--- src/rtl/ser_defs.sv ---
// Shared widths, FIFO depth, shifter state encodings and the queued word format
// used by the bit serializer, its FIFO and its input interface.
package ser_defs;

  localparam int DATA_W     = 8;
  localparam int LEN_W      = 3;
  localparam int FIFO_DEPTH = 2;
  localparam int CNT_W      = $clog2(FIFO_DEPTH + 1);
  localparam int PTR_W      = 1;

  typedef enum logic {
    S_IDLE  = 1'b0,
    S_SHIFT = 1'b1
  } state_t;

  // One queued word: how many bits to send (len+1) and the parallel data.
  typedef struct packed {
    logic [LEN_W-1:0]  len;
    logic [DATA_W-1:0] data;
  } entry_t;

endpackage

--- src/rtl/bit_serializer_if.sv ---
// Upstream word handshake: valid/ready with an 8-bit word and its 3-bit length code.
interface bit_serializer_if;
  import ser_defs::*;

  logic              in_valid;
  logic              in_ready;
  logic [DATA_W-1:0] in_data;
  logic [LEN_W-1:0]  in_len;

  modport master (output in_valid, output in_data, output in_len, input in_ready);
  modport slave  (input in_valid, input in_data, input in_len, output in_ready);

endinterface

--- src/rtl/ser_fifo2.sv ---
// Two-entry word FIFO. Pushes into a full FIFO and pops from an empty one are
// dropped; push and pop on the same edge are both honoured.
module ser_fifo2
  import ser_defs::*;
(
  input  logic             clk,
  input  logic             reset,
  input  logic             push,
  input  logic             pop,
  input  entry_t           din,
  output entry_t           dout,
  output logic [CNT_W-1:0] count,
  output logic             full,
  output logic             empty
);

  entry_t           mem [FIFO_DEPTH];
  logic [PTR_W-1:0] rd_ptr;
  logic [PTR_W-1:0] wr_ptr;
  logic             do_push;
  logic             do_pop;

  assign full    = (count == CNT_W'(FIFO_DEPTH));
  assign empty   = (count == '0);
  assign do_push = push && !full;
  assign do_pop  = pop && !empty;
  assign dout    = mem[rd_ptr];

  // Storage, pointers and occupancy; reset discards every queued word.
  always_ff @(posedge clk) begin
    if (reset) begin
      for (int i = 0; i < FIFO_DEPTH; i++) begin
        mem[i] <= '0;
      end
      rd_ptr <= '0;
      wr_ptr <= '0;
      count  <= '0;
    end else begin
      if (do_push) begin
        mem[wr_ptr] <= din;
        wr_ptr      <= wr_ptr + 1'b1;
      end
      if (do_pop) begin
        rd_ptr <= rd_ptr + 1'b1;
      end
      count <= count + CNT_W'(do_push) - CNT_W'(do_pop);
    end
  end

endmodule

--- src/rtl/bit_serializer.sv ---
// Word-to-bit serializer: queues up to two words and shifts each out MSB-first
// (bit len down to bit 0) with sof/eof framing and no gap between queued words.
//
// state   | meaning
// S_IDLE  | nothing on x; waiting for the FIFO to hold a word
// S_SHIFT | x carries a payload bit; bit_cnt bits remain after this one
module bit_serializer
  import ser_defs::*;
(
  input  logic                   clk,
  input  logic                   reset,
  bit_serializer_if.slave        in_bus,
  output logic                   x,
  output logic                   x_valid,
  output logic                   sof,
  output logic                   eof,
  output logic                   busy
);

  state_t            state;
  logic [LEN_W-1:0]  bit_cnt;
  logic [DATA_W-1:0] sreg;

  entry_t            push_word;
  entry_t            head;
  logic [CNT_W-1:0]  fifo_count;
  logic              fifo_full;
  logic              fifo_empty;

  logic              push;
  logic              pop;
  logic              last_bit;
  logic              shifting_next;
  logic [CNT_W-1:0]  count_after;
  logic [DATA_W-1:0] aligned;

  assign push_word = '{len: in_bus.in_len, data: in_bus.in_data};

  ser_fifo2 u_fifo (
    .clk   (clk),
    .reset (reset),
    .push  (push),
    .pop   (pop),
    .din   (push_word),
    .dout  (head),
    .count (fifo_count),
    .full  (fifo_full),
    .empty (fifo_empty)
  );

  // Handshake, pop decision and next-cycle occupancy for the registered flags.
  always_comb begin
    push          = in_bus.in_valid && in_bus.in_ready && !fifo_full;
    last_bit      = (state == S_SHIFT) && (bit_cnt == '0);
    pop           = !fifo_empty && ((state == S_IDLE) || last_bit);
    count_after   = fifo_count + CNT_W'(push) - CNT_W'(pop);
    shifting_next = pop || ((state == S_SHIFT) && (bit_cnt != '0));
    // Move bit [len] of the head word up to the MSB so shifting is uniform.
    aligned       = head.data << (LEN_W'(DATA_W - 1) - head.len);
  end

  // Shifter FSM with registered stream outputs, ready and busy.
  always_ff @(posedge clk) begin
    if (reset) begin
      state           <= S_IDLE;
      bit_cnt         <= '0;
      sreg            <= '0;
      x               <= 1'b0;
      x_valid         <= 1'b0;
      sof             <= 1'b0;
      eof             <= 1'b0;
      busy            <= 1'b0;
      in_bus.in_ready <= 1'b0;
    end else begin
      in_bus.in_ready <= (count_after < CNT_W'(FIFO_DEPTH));
      busy            <= shifting_next || (count_after != '0);
      if (pop) begin
        state   <= S_SHIFT;
        bit_cnt <= head.len;
        sreg    <= aligned << 1;
        x       <= aligned[DATA_W-1];
        x_valid <= 1'b1;
        sof     <= 1'b1;
        eof     <= (head.len == '0);
      end else if ((state == S_SHIFT) && (bit_cnt != '0)) begin
        bit_cnt <= bit_cnt - 1'b1;
        sreg    <= sreg << 1;
        x       <= sreg[DATA_W-1];
        x_valid <= 1'b1;
        sof     <= 1'b0;
        eof     <= (bit_cnt == LEN_W'(1));
      end else begin
        state   <= S_IDLE;
        x       <= 1'b0;
        x_valid <= 1'b0;
        sof     <= 1'b0;
        eof     <= 1'b0;
      end
    end
  end

endmodule

--- src/flat_wrapper.sv ---
// flat-port wrapper written by rule: the top's interface ports become plain ports
module bit_serializer_flat import ser_defs::*;
  (clk, reset, x, x_valid, sof, eof, busy, in_bus_in_valid, in_bus_in_data, in_bus_in_len, in_bus_in_ready);
  bit_serializer_if in_bus_i ();
  input  logic clk;
  input  logic reset;
  output logic x;
  output logic x_valid;
  output logic sof;
  output logic eof;
  output logic busy;
  input wire logic [$bits(in_bus_i.in_valid)-1:0] in_bus_in_valid;
  input wire logic [$bits(in_bus_i.in_data)-1:0] in_bus_in_data;
  input wire logic [$bits(in_bus_i.in_len)-1:0] in_bus_in_len;
  output wire logic [$bits(in_bus_i.in_ready)-1:0] in_bus_in_ready;
  assign in_bus_i.in_valid = in_bus_in_valid;
  assign in_bus_i.in_data = in_bus_in_data;
  assign in_bus_i.in_len = in_bus_in_len;
  assign in_bus_in_ready = in_bus_i.in_ready;
  bit_serializer u_core (.clk(clk), .reset(reset), .in_bus(in_bus_i), .x(x), .x_valid(x_valid), .sof(sof), .eof(eof), .busy(busy));
endmodule
--- config.mk ---
export PLATFORM = sky130hd
export DESIGN_NAME = bit_serializer_flat
export DESIGN_NICKNAME = d
export VERILOG_FILES = /design/src/rtl/ser_defs.sv /design/src/rtl/bit_serializer_if.sv /design/src/rtl/ser_fifo2.sv /design/src/rtl/bit_serializer.sv /design/src/flat_wrapper.sv
export SDC_FILE = /design/constraint.sdc
export NUM_CORES = 1
export LEC_CHECK = 0
export BUFFER_PORTS_ARGS = -buffer_cell sky130_fd_sc_hd__buf_2
export CORE_MARGIN = 1.5
export CORE_UTILIZATION = 49
export DETAILED_ROUTE_END_ITERATION = 16
export PLACE_DENSITY = 0.69
export SYNTH_ARGS = -nofsm -noshare
export SYNTH_HDL_FRONTEND = slang
export SYNTH_HIERARCHICAL = 1
export SYNTH_SLANG_ARGS = --single-unit
--- constraint.sdc ---
create_clock -name clk -period 2.43 [get_ports clk]
set_input_delay 0.6075 -clock clk [delete_from_list [all_inputs] [get_ports clk]]
set_output_delay 0.6075 -clock clk [all_outputs]
set_load 0.05 [all_outputs]
Yosys cells after proc, flatten, opt, wreduce, memory -nomap -nowiden
Memory sizes are Yosys's and may differ from the RTL's. A register that Yosys moved wholly into a read port is not among the register bits.
Index checks and enable logic that the tools add are counted.
{"block": "word_totals", "register_bits": 21, "mem_bits_rw": 22, "inputBits": 14, "output_inout_bits": 6, "word_cells": 69, "n_memories": 1}
{"block": "classes", "add_sub_neg": 8, "n_lt_le_gt_ge": 1, "n_eq_ne": 3, "n_shift": 1, "muxes": 23, "bitwise_logic": 1, "reduce_logical": 19}
{"name": "u_core.u_fifo.mem", "depth": 2, "width": 11, "read_ports": 1, "rd_clocked_by_memory_dff": 1, "wr": 2, "line_no": "ser_fifo2.sv:17", "rtl": "entry_t mem [FIFO_DEPTH];"}
{"cell": "two-way mux 1 bit", "count": 18}
{"cell": "two-way mux 8 bit", "count": 2}
{"cell": "two-way mux 11 bit", "count": 1}
{"cell": "OR reduction 11 bit", "count": 1}
{"cell": "left shift 8 x 3 -> 8 bit", "count": 1}
{"cell": "logical AND 1 bit", "count": 7}
{"cell": "zero test 3 bit", "count": 2}
{"cell": "two-way mux 3 bit", "count": 2}
{"cell": "adder 2 x 1 -> 2 bit", "count": 2}
{"cell": "nonzero test 2 bit", "count": 2}
{"cell": "subtractor 2 x 1 -> 2 bit", "count": 2}
{"cell": "equality test 3 x 1 -> 1 bit, second input constant", "count": 1}
{"cell": "logical OR 1 bit", "count": 3}
{"cell": "nonzero test 3 bit", "count": 1}
{"cell": "subtractor 3 x 1 -> 3 bit, second input constant", "count": 1}
{"cell": "subtractor 3 bit, first input constant", "count": 1}
{"cell": "adder 1 bit, second input constant", "count": 2}
{"cell": "equality test 2 bit, second input constant", "count": 1}
{"cell": "zero test 1 bit", "count": 2}
{"cell": "zero test 2 bit", "count": 1}
{"cell": "< comparator 2 bit, second input constant", "count": 1}
{"cell": "inequality test 2 bit, second input constant", "count": 1}
{"cell": "inverter 1 bit", "count": 1}

Logic depth before layout (Yosys ltp)
Gate-level depths: netlist of the first run.
{"block": "depth", "depth_word": 9, "depth_mapped": 13, "ltp_nobuf": 12}

Cells and area by module
Netlist of the first run, hierarchy kept.
{"module": "ser_fifo2", "instances": 1, "cells_each": 98, "area_each_um2": 1206.2, "seq_area_each_um2": 760.7}
{"module": "bit_serializer", "instances": 1, "cells_each": 109, "area_each_um2": 979.7, "seq_area_each_um2": 340.3}

Worst setup path before layout of the first run
OpenSTA, ideal clock, no wires.
{"block": "synth_path", "kind": "register to register", "from": "register u_core.bit_cnt[0]", "to": "register u_core.u_fifo.count[1]", "setup_time_ps": 78, "arrival_ps": 2026, "slack_ps": 326, "stages_incl_launch_ff": 14, "synth_period_minus_slack_ps": 2104, "cell_sequence": "dfxtp_1 inv_1 ha_1 ha_1 nor2b_1 buf_4 nor2_4 o21a_1 ha_1 inv_1 ha_1 xor2_1 and2_1 nor3_1"}
{"block": "synth_between", "elab_chain_cells": 6}
{"element": "from (decl)", "line_no": "bit_serializer.sv:21", "rtl": "logic [LEN_W-1:0] bit_cnt;"}
{"element": "from (signal assigned)", "line_no": "bit_serializer.sv:79", "rtl": "bit_cnt <= head.len;"}
{"element": "from (signal assigned)", "line_no": "bit_serializer.sv:86", "rtl": "bit_cnt <= bit_cnt - 1'b1;"}
{"element": "zero test 3 bit", "line_no": "bit_serializer.sv:54", "rtl": "last_bit = (state == S_SHIFT) && (bit_cnt == '0);"}
{"element": "logical AND 1 bit", "line_no": "bit_serializer.sv:54"}
{"element": "logical OR 1 bit", "line_no": "bit_serializer.sv:55", "rtl": "pop = !fifo_empty && ((state == S_IDLE) || last_bit);"}
{"element": "logical AND 1 bit", "line_no": "bit_serializer.sv:55"}
{"element": "named net u_core.pop", "line_no": "bit_serializer.sv:31", "rtl": "logic pop;"}
{"element": "logical AND 1 bit", "line_no": "ser_fifo2.sv:26", "rtl": "assign do_pop = pop && !empty;"}
{"element": "named net u_core.u_fifo.do_pop", "line_no": "ser_fifo2.sv:21", "rtl": "logic do_pop;"}
{"element": "subtractor 2 x 1 -> 2 bit", "line_no": "ser_fifo2.sv:46", "rtl": "count <= count + CNT_W'(do_push) - CNT_W'(do_pop);"}
{"element": "to (signal assigned)", "line_no": "ser_fifo2.sv:46"}
{"element": "to (decl)", "line_no": "ser_fifo2.sv:12", "rtl": "output logic [CNT_W-1:0] count,"}
The timed path passes the listed nets, and every way through them passes these cells.
A chain may end at the register's enable or synchronous reset.

Worst setup path in the final report of the first run
Ends and elaborated chain as after synthesis.

==> results of run 1 <==
[tightest hold or removal path: stages, from the launching register on]
cell	delay, ns
dfxtp_1	0.31
nand2_1	0.05
a31oi_1	0.06
[power groups by stage]
stage,sequential [uW],clock [uW],combinational (uW)
after floorplan,1130,0,769
after global placement,1040,0,1050
after CTS,1020,438,1070
after detailed placement,1040,0,1050
final,1020,425,1060
after global routing,1040,467,1180
[state kept, by name (all words and copies together) (netlist names), named ones only]
| signal | flops |
|---|---|
| u_core/bit_cnt | 3 |
| u_core/busy | 1 |
| u_core/eof | 1 |
| u_core/in_bus.in_ready | 1 |
| u_core/sof | 1 |
| u_core/sreg | 7 |
| u_core/state | 1 |
| u_core/u_fifo/count | 2 |
| u_core/u_fifo/mem | 22 |
| u_core/u_fifo/rd_ptr | 1 |
| u_core/u_fifo/wr_ptr | 1 |
| u_core/x | 1 |
| u_core/x_valid | 1 |
[stage by stage]
step / utilization [%] / total power, uW
after floorplan: - / 1900
after global placement: 53.8 / 2080
after detailed placement: 53.8 / 2090
after CTS: 55.6 / 2530
after global routing: 55.6 / 2690
final: 55.6 / 2510
[per-layer routing]
layer	share of wire [%]	vias to the layer above	GRT usage (%)	wire length, um
li1	-	766	-	-
met1	51	682	23.8	1980
met2	45	25	26.8	1760
met3	2.9	4	4.51	111
met4	0.77	0	4.49	30
met5	0	-	0	0
[final timing paths]
path                                       endpoint  slack (ns)  cells after the start
hold / removal          u_core/sreg[7]$_SDFFE_PP0P_        0.47                      2
setup reg to reg  u_core/u_fifo/count[1]$_SDFF_PP0_        0.18                     12
setup / recovery  u_core/u_fifo/count[1]$_SDFF_PP0_        0.18                     12
hold reg to reg         u_core/sreg[7]$_SDFFE_PP0P_        0.47                      2
[final cells by class]
type | count | area [um^2] | area share, %
flip-flops and latches | 44 | 1100 | 45.8
clock inverters | 1 | 3.75 | 0.156
repair buffers | 27 | 155 | 6.45
inverters | 8 | 30.0 | 1.25
well taps | 52 | 65.1 | 2.71
clock buffers | 7 | 76.3 | 3.17
multi-input cells | 142 | 973 | 40.5
[cells in the mapped netlist, types with 2 or more instances]
cell type	n
ha_1	6
buf_2	2
a41oi_1	2
a211oi_1	3
edfxtp_1	22
nand4_1	2
clkbuf_1	5
buf_6	2
inv_1	7
nand2b_1	17
mux2_2	15
nand2_1	10
buf_4	4
mux2i_1	7
nor2b_1	3
xnor2_1	3
a221oi_1	2
a31oi_1	3
a21oi_1	8
nand3_1	8
xor2_1	2
nor3_1	4
nand3b_1	2
o21ai_0	3
nor2_1	29
dfxtp_1	22
[logic make-up after synthesis]
family | share of synthesized area (%)
and+or+nand+nor | 19.6
DFF | 50.4
AOI/OAI and AO/OA | 7.56
muxes | 12.0
buffers and inverters | 5.09
adders and majority gates | 3.43
xor gates and xnor gates | 2.00
==> results.toml, run 1 <==
[synthesis]
yosysTopAreaCell = "edfxtp_1"
synth_ff_type = "edfxtp_1"
synthCells = 207
synth.net_count = 227
synth_area_leaders = "edfxtp_1, dfxtp_1, mux2_2"
yosysUniqueCellTypes = 40
synth_area_um2 = 2190
ys_ff_latch = 44
synthArstFlopShare_pct = 0
synth-edff-count = 22
ys_warn_count = 6
yosysSeqAreaShare_pct = 50.4
synth_area_per_cell_um2 = 10.6
synth_top_area_share_pct = 30.2

[floorplan]
ioPinCount = 20
rows = 24
start_util_pct = 50.5
die_h_um = 69.8
core_area_um2 = 4320
die_area_um2 = 4870
die-width_um = 69.8

[layout]
drive_gt1_share_pct = 22.7
finalInstanceArea_um2 = 2400
finalNetCount = 248
instances_no_fill = 281
nFillCells = 413
syn2layout_area_growth_pct = 10.0
final_cell_mix = "nor2_1, dfxtp_1, edfxtp_1"
num_antenna_cells = 0
layout_commonest_cell = "nor2_1"

[clock_network]
insertion_delay_ns = 0.29
postCtsResizedCells = 0
cts_setup_buffers = 0
numCtsBuffers = 5
worst_setup_hold_path_clk_slew_ns = 0.08
cts_tree = "built"
htree_num_levels = 2
cts_max_path_buffers = 2
cts_root_buffer = "clkbuf_8"
clock_sinks = 44
postCtsHoldBufs = 0

[setup_path]
cp_num_buf_inv = 2
endpoint_kind = "flop"
slowest_delay_ns = 0.36
cp_max_fo = 5
crit_path_top_delay_cell = "dfxtp_1"
cpLargestDelayFamily = "adder cells"
crit_chain = "inv_1, ha_1, ha_1, nor2b_1, nor2_4, o21a_1, ha_1, inv_1, ha_1, xor2_1, and2_1, nor3_1"
startpoint = "u_core/bit_cnt[0]$_SDFFE_PP0P_"
required_ns = 2.65
rr_startpoint = "u_core/bit_cnt[0]$_SDFFE_PP0P_"
crit_path_start_kind = "flop"
cp_common_cell = "ha_1"
path_class = "reg -> reg"
cp.arrival_ns = 2.46

[hold_path]
hp-start = "u_core/sreg[6]$_SDFFE_PP0P_"
hp-class = "reg -> reg"

[sta]
period_share_pct = 92.4
worst_slack_ns = 0.184
worstMarginPinSlew_ns = 0.587
finalSetupTns_ns = 0
finalHoldViolations = 0
fin_crit_ns = 2.25
finalSetupViolations = 0
relSlewSlack_pct = 60.9
skew_ns = 0.00351
timing.hold.ws_ns = 0.471
fmax_mhz = 445
slew_viol_final = 0
rsz0062_at_grt = "false"

[global_routing]
grt_max_degree = 23
antenna_found_initial = 0
track_usage_pct = 17.1
overflow = 0
grt_pass1_wl_um = 6630
grt_pass1_vias = 1450

[detailed_routing]
final_antenna_net_count = 0
drt_wl_total_um = 3880
drtIter0Drc = 72
remaining_drc_errors = 0
drt-wirelength-per-cell_um = 13.8
routed_via_density = 5.26
dr_total_vias = 1477
first_pass_iters = 4

[placed_design]
placed_cell_area_um2 = 2320
gp_congestion = 0.825
dpl_worst_slack_ns = 0.206
port_buffers = 19
dp.cells = 273
detailed_place_hpwl_um = 2670

[power]
power.share.sequential_pct = 40.7
pwr-share-clk_pct = 16.9
vdd_ir_drop_max_v = 0.000394
p_leak_uw = 0.000929
p_int_uw = 1590
cellPowerDensity_nw_per_um2 = 1040
switching_share_pct = 36.8
comb_power_share_pct = 42.4
p_switching_uw = 924

[flow_run]
max_cap_viol_count = 0

[outcome]
outcome = "finished clean"
Note: power is estimated with default switching activity, not from simulation.
==> run 2, diff against run 1 <==
--- a/config.mk
+++ b/config.mk
@@ -6,10 +6,13 @@
 export NUM_CORES = 1
 export LEC_CHECK = 0
 export BUFFER_PORTS_ARGS = -buffer_cell sky130_fd_sc_hd__buf_2
+export CELL_PAD_IN_SITES_DETAIL_PLACEMENT = 1
+export CELL_PAD_IN_SITES_GLOBAL_PLACEMENT = 1
 export CORE_MARGIN = 1.5
-export CORE_UTILIZATION = 49
+export CORE_UTILIZATION = 46
 export DETAILED_ROUTE_END_ITERATION = 16
-export PLACE_DENSITY = 0.69
+export PLACE_DENSITY = 0.79
+export SETUP_SLACK_MARGIN = 0.5
 export SYNTH_ARGS = -nofsm -noshare
 export SYNTH_HDL_FRONTEND = slang
 export SYNTH_HIERARCHICAL = 1
==> run 2 against run 1 <==
  * Count of clock-buffer cells in the layout is 1 lower
  * Clock skew is 0.0054 ns higher
  * Critical path depth stayed put
  * Cell count increased by 3.6%
  * Flip-flop and latch count unchanged
  * Largest cell class unchanged
  * Highest routed layer unchanged
==> results.toml, run 2 (synthesis gave the netlist of run 1 again) <==
[outcome]
outcome = "finished clean"

[setup_path]
required_ns = 2.61
startpoint = "u_core/bit_cnt[0]$_SDFFE_PP0P_"
reg2reg_depth = 12
reg2reg_to = "u_core/u_fifo/count[1]$_SDFF_PP0_"
cp_max_fo = 2
crit_path_top_delay_cell = "dfxtp_2"
ff2ff_setup_slack_ns = 0.43
crit_chain = "inv_2, ha_4, ha_4, nor2b_4, nor2_4, o21a_1, ha_1, inv_1, ha_2, xor2_1, and2_1, nor3_2"
crit_path_start_kind = "flop"
rr_startpoint = "u_core/bit_cnt[0]$_SDFFE_PP0P_"
cp.arrival_ns = 2.19
slowest_delay_ns = 0.34
cp_common_cell = "ha_4"
path_class = "reg -> reg"
cpLargestDelayFamily = "adder cells"
cp_num_buf_inv = 2
endpoint_kind = "flop"

[detailed_routing]
drtIter0Drc = 135
routed_via_density = 5.74
dr_total_vias = 1669
drt_wl_total_um = 5210
first_pass_iters = 4
final_antenna_net_count = 0
remaining_drc_errors = 0
drt-wirelength-per-cell_um = 17.9

[placed_design]
gp_congestion = 0.832
port_buffers = 19
dp.cells = 272
detailed_place_hpwl_um = 3410

[sta]
timing.hold.ws_ns = 0.481
finalSetupViolations = 0
relSlewSlack_pct = 60.6
slew_viol_final = 0
fmax_mhz = 499
finalHoldViolations = 0
finalSetupTns_ns = 0
skew_ns = 0.00892
worstMarginPinSlew_ns = 0.592
fin_crit_ns = 2.00
period_share_pct = 82.4
rsz0062_at_grt = "true"

[hold_path]
hold_depth = 2
hp-start = "u_core/sreg[1]$_SDFFE_PP0P_"
hp-class = "reg -> reg"
hold_path_end = "u_core/sreg[1]$_SDFFE_PP0P_"

[floorplan]
start_util_pct = 48.9
die_h_um = 71.9
die-width_um = 71.9
die_area_um2 = 5170
rows = 24
core_area_um2 = 4470
ioPinCount = 20

[layout]
layout_commonest_cell = "nor2_1"
instances_no_fill = 291
drive_gt1_share_pct = 32.6
final_cell_mix = "nor2_1, edfxtp_1, buf_2"
regMostFlops = "u_core/u_fifo/mem"
finalNetCount = 258
largest_register_ffs = 22
num_antenna_cells = 0
syn2layout_area_growth_pct = 18.9
reg_top3 = "u_core/u_fifo/mem x22, u_core/sreg x7, u_core/bit_cnt x3"

[power]
vdd_ir_drop_max_v = 0.000500
cellPowerDensity_nw_per_um2 = 1130
finalPower_uw = 2940
p_leak_uw = 0.00103

[flow_run]
max_cap_viol_count = 0

[clock_network]
worst_setup_hold_path_clk_slew_ns = 0.09
cts_root_buffer = "clkbuf_8"
cts_tree = "built"
numCtsBuffers = 5
clock_sinks = 44
insertion_delay_ns = 0.30
htree_num_levels = 2
cts_max_path_buffers = 2

[global_routing]
antenna_found_initial = 0
overflow = 0
grt_pass1_wl_um = 8500
grt_pass1_vias = 1790
track_usage_pct = 21.9
grt_max_degree = 31
run 2: what timing repair did:
item                                    in CTS  in global routing
hold buffers                                 0                  0
gates resized for setup                     17                  1
gates cloned                                 1                  0
buffers inserted                             8                  2
pin swaps                                    5                  0
endpoints found under the setup margin      17                 20
run 2: per-layer routing:
layer  vias to the layer above  GRT usage, %  wire (um)
li1                        788             -          -
met1                       836          25.6       2280
met2                        33          38.2       2630
met3                        12          4.72        167
met4                         0          10.5        130
met5                         -             0          0
run 2: report_power, final:
| group | switching, uW | total, uW | internal [uW] | leakage, uW |
|---|---|---|---|---|
| logic | 750 | 1340 | 595 | 0.000560 |
| clock network | 248 | 553 | 305 | 0.0000552 |
| registers | 87.4 | 1050 | 958 | 0.000411 |
| total | 1080 | 2940 | 1860 | 0.00103 |
run 2: tightest hold or removal path, delay by kind of cell (launching register included):
kind            cells  cell delay [ns]
compound gates      1             0.06
flops               1             0.32
simple gates        1             0.06
run 2: worst max path at each step:
stage,cells past startpoint,end
global placement,5,u_core/u_fifo/mem[0][9]$_SDFFCE_PN0P_
CTS,12,u_core/u_fifo/count[1]$_SDFF_PP0_
floorplan,13,u_core/u_fifo/count[1]$_SDFF_PP0_
global route,12,u_core/u_fifo/count[1]$_SDFF_PP0_
detailed placement,12,u_core/u_fifo/count[1]$_SDFF_PP0_
finish,12,u_core/u_fifo/count[1]$_SDFF_PP0_
run 2: per-stage QoR:
stage / utilization, % / instance area [um^2] / setup WS [ns]
after global placement: 52.6 / 2350 / 0.275
after floorplan: - / 2230 / 0.389
after detailed placement: 52.6 / 2350 / 0.129
final: 58.1 / 2600 / 0.428
after global routing: 58.1 / 2600 / 0.316
after CTS: 57.7 / 2580 / 0.404
run 2: layout make-up:
class / count / area (um^2)
Fill cell: 492 / 1870
Sequential cell: 44 / 1110
Multi-Input combinational cell: 143 / 1060
Timing Repair Buffer: 36 / 226
Clock buffer: 6 / 72.6
Tap cell: 52 / 65.1
Clock inverter: 2 / 35.0
Inverter: 8 / 30.0
